<file path="src/rtl/sample_word_serializer.sv">
// Parallel-to-serial feeder: buffers signed sample words in a FIFO and shifts
// each one out LSB first over a bit-level valid/ready link, with an idle gap between words.
module sample_word_serializer #(
    parameter int unsigned DATA_WIDTH = 24,
    parameter int unsigned FIFO_DEPTH = 16,
    parameter int unsigned GAP_CYCLES = 2
) (
    input  logic                             i_clk,
    input  logic                             i_rst,
    input  logic                             i_en,
    input  logic [DATA_WIDTH-1:0]            i_word,
    input  logic                             i_word_valid,
    output logic                             o_word_ready,
    output logic                             o_dout,
    output logic                             o_dout_valid,
    input  logic                             i_ready,
    output logic                             o_busy,
    output logic [$clog2(FIFO_DEPTH+1)-1:0]  o_fifo_count
);

    localparam int unsigned PTR_W    = $clog2(FIFO_DEPTH);
    localparam int unsigned CNT_W    = $clog2(FIFO_DEPTH + 1);
    localparam int unsigned BIT_W    = (DATA_WIDTH > 1) ? $clog2(DATA_WIDTH) : 1;
    localparam int unsigned GAP_W    = (GAP_CYCLES > 1) ? $clog2(GAP_CYCLES) : 1;
    localparam int unsigned GAP_LAST = (GAP_CYCLES > 0) ? GAP_CYCLES - 1 : 0;

    typedef enum logic [1:0] {
        S_IDLE,
        S_LOAD,
        S_SHIFT,
        S_GAP
    } state_t;

    logic [DATA_WIDTH-1:0] r_mem [FIFO_DEPTH];
    logic [PTR_W-1:0]      r_wr_ptr;
    logic [PTR_W-1:0]      r_rd_ptr;
    logic [CNT_W-1:0]      r_count;
    state_t                r_state;
    logic [DATA_WIDTH-1:0] r_shift;
    logic [BIT_W-1:0]      r_bit;
    logic [GAP_W-1:0]      r_gap;

    logic w_push;
    logic w_pop;

    // Status decodes straight off registered state; valid is gated by enable.
    assign o_word_ready = (r_count != CNT_W'(FIFO_DEPTH));
    assign o_dout_valid = (r_state == S_SHIFT) && i_en;
    assign o_dout       = r_shift[0];
    assign o_busy       = (r_state != S_IDLE);
    assign o_fifo_count = r_count;

    assign w_push = i_word_valid && o_word_ready && !i_rst;
    assign w_pop  = (r_state == S_LOAD) && i_en;

    // Storage array carries no reset; pointers define which entries are live.
    always_ff @(posedge i_clk) begin
        if (w_push) begin
            r_mem[r_wr_ptr] <= i_word;
        end
    end

    always_ff @(posedge i_clk) begin
        if (i_rst) begin
            r_wr_ptr <= '0;
            r_rd_ptr <= '0;
            r_count  <= '0;
        end else begin
            if (w_push) begin
                r_wr_ptr <= r_wr_ptr + PTR_W'(1);
            end
            if (w_pop) begin
                r_rd_ptr <= r_rd_ptr + PTR_W'(1);
            end
            case ({w_push, w_pop})
                2'b10:   r_count <= r_count + CNT_W'(1);
                2'b01:   r_count <= r_count - CNT_W'(1);
                default: r_count <= r_count;
            endcase
        end
    end

    // Serial FSM; everything on this side freezes while i_en is low.
    always_ff @(posedge i_clk) begin
        if (i_rst) begin
            r_state <= S_IDLE;
            r_shift <= '0;
            r_bit   <= '0;
            r_gap   <= '0;
        end else if (i_en) begin
            case (r_state)
                S_IDLE: begin
                    if (r_count != '0) begin
                        r_state <= S_LOAD;
                    end
                end
                S_LOAD: begin
                    r_shift <= r_mem[r_rd_ptr];
                    r_bit   <= '0;
                    r_state <= S_SHIFT;
                end
                S_SHIFT: begin
                    if (i_ready) begin
                        r_shift <= r_shift >> 1;
                        r_bit   <= r_bit + BIT_W'(1);
                        if (r_bit == BIT_W'(DATA_WIDTH - 1)) begin
                            r_gap   <= '0;
                            r_state <= (GAP_CYCLES > 0) ? S_GAP : S_IDLE;
                        end
                    end
                end
                S_GAP: begin
                    r_gap <= r_gap + GAP_W'(1);
                    if (r_gap == GAP_W'(GAP_LAST)) begin
                        r_state <= S_IDLE;
                    end
                end
                default: r_state <= S_IDLE;
            endcase
        end
    end

endmodule

</file>
<file path="config.mk">
export PLATFORM = sky130hd
export DESIGN_NAME = sample_word_serializer
export DESIGN_NICKNAME = d
export VERILOG_FILES = /design/src/rtl/sample_word_serializer.sv
export SDC_FILE = /design/constraint.sdc
export NUM_CORES = 1
export LEC_CHECK = 0
export ABC_AREA = 1
export BUFFER_PORTS_ARGS = -buffer_cell sky130_fd_sc_hd__buf_2
export CAP_MARGIN = 20
export CORE_UTILIZATION = 56
export DETAILED_ROUTE_END_ITERATION = 8
export GPL_TIMING_DRIVEN = 0
export PLACE_DENSITY = 0.78
export RECOVER_POWER = 25
export SETUP_SLACK_MARGIN = 0.15
export SLEW_MARGIN = 5
export SYNTH_ARGS = -nofsm -noshare
export SYNTH_HDL_FRONTEND = slang
export SYNTH_SLANG_ARGS = --single-unit
</file>
<file path="constraint.sdc">
create_clock -name i_clk -period 2.35 [get_ports i_clk]
set_input_delay 0.235 -clock i_clk [delete_from_list [all_inputs] [get_ports i_clk]]
set_output_delay 0.235 -clock i_clk [all_outputs]
set_load 0.005 [all_outputs]
</file>
======== Word level (Yosys, flattened, before mapping) ========
Memories as Yosys holds them, arrays and structs flattened. A register that Yosys moved wholly into a read port is not among the register bits.
Index checks and enable logic that the tools add are counted.
storage, ports and cells
  output and inout port bits .............. 9
  memories ................................ 1
  flip-flop bits (word level) ............. 45
  logic and storage cells ................. 56
  bits in writable memories ............... 384
memory list
  name   depth  width  rd ports  clocked after Yosys merged registers in  write ports  line  text
  r_mem  16     24     1         1                                        1            34    logic [DATA_WIDTH-1:0] r_mem [FIFO_DEPTH];
cells by class
  multiplexer cells ....................... 17
  reduce and logical (&&, ||, !) cells .... 14
  equality and inequality tests ........... 11
  $add $sub $neg .......................... 6
operators by type and width
  operator             count
  $pmux 24 s2          1
  $mux 24              1
  $pmux 5 s2           2
  $add 5x1->5 const B  2
  $add 4x1->4 const B  2
  $mux 2               4
  $mux 4               2
  $pmux 2 s4           1
  $reduce_bool 2->1    4
  $eq 2x2->1 const B   3
  $ne 2x2->1 const B   3
  $eq 5x5->1 const B   1
  $mux 5               1
  $ne 5x5->1 const B   1
  $reduce_and 5->1     1
  $reduce_bool 5->1    1
  $sub 5x1->5 const B  1
  $eq 2x1->1 const B   2
  $logic_and 1x1->1    4
  $mux 1               4
  $reduce_and 4->1     1
  $reduce_and 3->1     1
  $logic_not 2->1      1
  $ne 2x1->1 const B   1
  other kinds (3)      3

======== Depth between registers and ports, before layout ========
  depth in word-level cells ............... 5
  depth in mapped cells ................... 16

======== Worst setup path before layout ========
OpenSTA, ideal clock, no wires.
  path type ............................... register -> register
  start ................................... register r_count[2], in the netlist o_fifo_count[2]
  end ..................................... memory r_mem[11][0], enable pin
  setup time .............................. 0.405 ns
  arrival ................................. 2.083 ns
  path slack .............................. -0.137 ns
  period minus slack after synthesis ...... 2.487 ns
  cell stages (with the launch flop) ...... 9
  required time ........................... 1.945 ns
  path buffers ............................ 0
  cell sequence ........................... dfxtp_1 > inv_1 > nand4_1 > nand2_1 > inv_1 > nand2_1 > nor2_1 > nand2_1 > nor2_1
between the ends
  cells in the longest elaborated chain, start to end .. 5
RTL lines
  element                         line  text
  from (decl)                     37    logic [CNT_W-1:0] r_count;
  from (signal assigned)          76    2'b10: r_count <= r_count + CNT_W'(1);
  from (signal assigned)          77    2'b01: r_count <= r_count - CNT_W'(1);
  from (signal assigned)          78    default: r_count <= r_count;
  $ne 5x5->1                      47    assign o_word_ready = (r_count != CNT_W'(FIFO_DEPTH));
  via o_word_ready                13    output logic o_word_ready,
  $logic_and 1x1->1 (2 in a row)  53    assign w_push = i_word_valid && o_word_ready && !i_rst;
  $mux 1                          58    if (w_push) begin
  $mux 1 (not written as such)    59    r_mem[r_wr_ptr] <= i_word;
  to (decl)                       34
The timed path passes the listed nets, and every way through them passes these cells.

==> flow_summary.toml <==
[floorplan]
die_w_um = 185
start_util_pct = 57.2
io_pins = 38
core.rowCount = 66
fp.dieArea_um2 = 34100
die_h_um = 185
core_um2 = 32700

[synth]
synth_edf_count = 384
syn_avg_cell_area_um2 = 9.97
synth-seq-area-share_pct = 66.9
synth_nets = 1919
async_flop_share_pct = 0
synth_area_um2 = 18700
yosysWarnings = 0
synth_flop_cell = "edfxtp_1"
ys_seq_elements = 433
synthCells = 1876
yosysUniqueCellTypes = 24

[route]
via_per_inst = 5.63
first_pass_iters = 6
drt-initial-drc-count = 1819
routed_wirelength_um = 51800
drc = 0
vias = 13900
wl_per_cell_um = 21.0
final_antenna_net_count = 0

[critical_path]
r2r_end = "r_shift[12]"
start_kind = "register"
crit_type = "reg -> reg"
reg2reg_depth = 7
worstPathArrival_ps = 2650
endpoint_kind = "register"
ff2ff_setup_slack_ps = 130
worstPathMaxFanout = 10
critPathRequiredTime_ps = 2780

[clock_network]
cts_made_buffers = 45
cts_max_path_buffers = 3
cts.sink_count = 433
cts_hold_buffers = 0
root_buffer = "clkbuf_16"
htree_levels = 2
tritoncts = "yes"
path_clk_slew_ps = 60
clkLatencyLatePin_ps = 560

[power_and_ir_drop]
vdd_drop_max_v = 0.000573
p_per_area_nw_per_um2 = 879
p_leak_nw = 9.25
power_mw = 19.0

[timing]
min_period_ps = 2220
slew_viol_final = 0
finClkSkew_ps = 20.6
fmaxAchievable_mhz = 450
finalSetupViolCount = 0
tightestPinTransition_ps = 856
slew_headroom_pct = 42.9
period_share_pct = 94.5
hold_violations = 0
rsz0062_at_grt = "yes"

[global_routing]
antenna_found_initial = 4
grt_pass1_vias = 13600
grt_max_degree = 25
track_usage_pct = 31.1
globalRoute.totalOverflow = 0
grt_pass1_wl_um = 77000

[finish]
post-route-util_pct = 66.1
drive_gt1_share_pct = 11.0
final_cells = 2472
postLayoutCellArea_um2 = 21600
synthToLayoutAreaGrowth_pct = 15.6
nets = 2040

[status]
outcome = "completed"

[placed_design]
io_buffers = 37
gp_congestion = 0.882
dp_cells = 2369
hpwl_um = 32700
place_area_um2 = 19900

[min_path]
min_to = "r_mem[0][19]"
hp-class = "in -> reg"
hp-start = "i_word[19]"
holdPathStages = 1

[job]
maxCapViolCount = 0
[routing by layer]
layer / wire [µm] / vias to the layer above / part of all wire [%] / global-route usage (%)
met3: 7030 / 207 / 14 / 9.31
met5: 37 / - / 0.071 / 0
li1: - / 6321 / - / -
met2: 23900 / 936 / 46 / 49.5
met1: 18100 / 6447 / 35 / 38.1
met4: 2740 / 6 / 5.3 / 16.7
[kinds of logic (layout without fill, tap and decap cells)]
group | Yosys count | count (layout) | synth area share (%)
AND/OR/NAND/NOR | 904 | 906 | 20.2
flip-flops | 433 | 433 | 66.9
buffers and inverters | 417 | 568 | 8.90
AO/OA/AOI/OAI | 103 | 103 | 2.82
adder cells (fa/ha/maj) | 14 | 14 | 0.937
XOR/XNOR | 5 | 5 | 0.234
other | 0 | 1 | 0
[cell usage after synthesis, types with 3 or more instances]
cell | n | share of area [%]
nand2_1 | 565 | 11
edfxtp_1 | 384 | 62
inv_1 | 321 | 6.4
nand3_1 | 293 | 7.8
a21oi_1 | 63 | 1.7
buf_2 | 57 | 1.5
dfxtp_1 | 49 | 5.2
nor2_1 | 37 | 0.74
o21ai_0 | 37 | 0.99
clkbuf_1 | 15 | 0.30
ha_1 | 14 | 0.94
buf_1 | 11 | 0.22
buf_4 | 7 | 0.28
inv_2 | 5 | 0.10
xor2_1 | 5 | 0.23
nand4_1 | 3 | 0.10
nor3_1 | 3 | 0.080
[state kept, by name (all words and copies together) (netlist names), named ones only]
signal and cells:
r_mem 384, r_rd_ptr 4, o_fifo_count 5, r_bit 5, r_gap 1, r_wr_ptr 4
r_state 2, r_shift 24
[power by group]
| group | internal (mW) | switching [mW] | leakage (nW) |
|---|---|---|---|
| registers | 8.61 | 0.138 | 3.86 |
| clock network | 3.96 | 2.90 | 0.674 |
| logic | 0.980 | 2.40 | 4.71 |
[layout by cell type, fill, tap and decap left out, drive strengths merged, types with 37 or more instances in the layout]
cell type	count
o21ai	37
nand3	293
nor2	39
inv	327
buf	132
edfxtp	384
nand2	566
a21oi	63
dfxtp	49
clkbuf	87
[through the flow]
step	setup slack (ps)	setup TNS, ps	hold slack [ps]
3_5_place_dp	-203	-11670	462
6_report	130	0	87.8
3_3_place_gp	-1430	-414100	449
2_1_floorplan	-137	-33440	334
5_1_grt	93.2	0	92.4
4_1_cts	153	0	36.6
[area by class of cell]
class                      instances  area [µm²]
timing repair buffer              72         758
antenna                            1        2.50
fill                            2343       11100
buffer                            91         445
tap                              442         553
clock inverter                    23         234
multi-input combinational       1028        4710
clock buffer                      56        1170
sequential                       433       12500
inverter                         326        1220
[worst max path at each step]
stage | start | end | cells after the start
after detailed placement | o_fifo_count[0] | r_mem[9][18] | 8
after global routing | o_fifo_count[1] | o_fifo_count[4] | 16
after global placement | o_fifo_count[0] | r_mem[14][15] | 8
after floorplan | o_fifo_count[2] | r_mem[11][0] | 8
final | register | r_shift[12] | 7
after CTS | o_fifo_count[0] | o_fifo_count[4] | 16
[critical path, cell delays in order, from the launching register on]
cell and delay, ps:
dfxtp_1 430, buf_2 320, buf_1 620, nand3_1 190, nand3_1 150, nand2_1 190
nand2_1 110, a21oi_1 70
[timing repair]
| item | 4_1_cts | 5_1_grt |
|---|---|---|
| endpoints found under the hold margin | 0 | 0 |
| gates resized for setup | 8 | 19 |
| setup buffers | 19 | 2 |
| cloned | 2 | 0 |
| setup endpoints to repair | 232 | 146 |
| pin swaps | 13 | 4 |
Note: power is estimated with default switching activity, not from simulation.
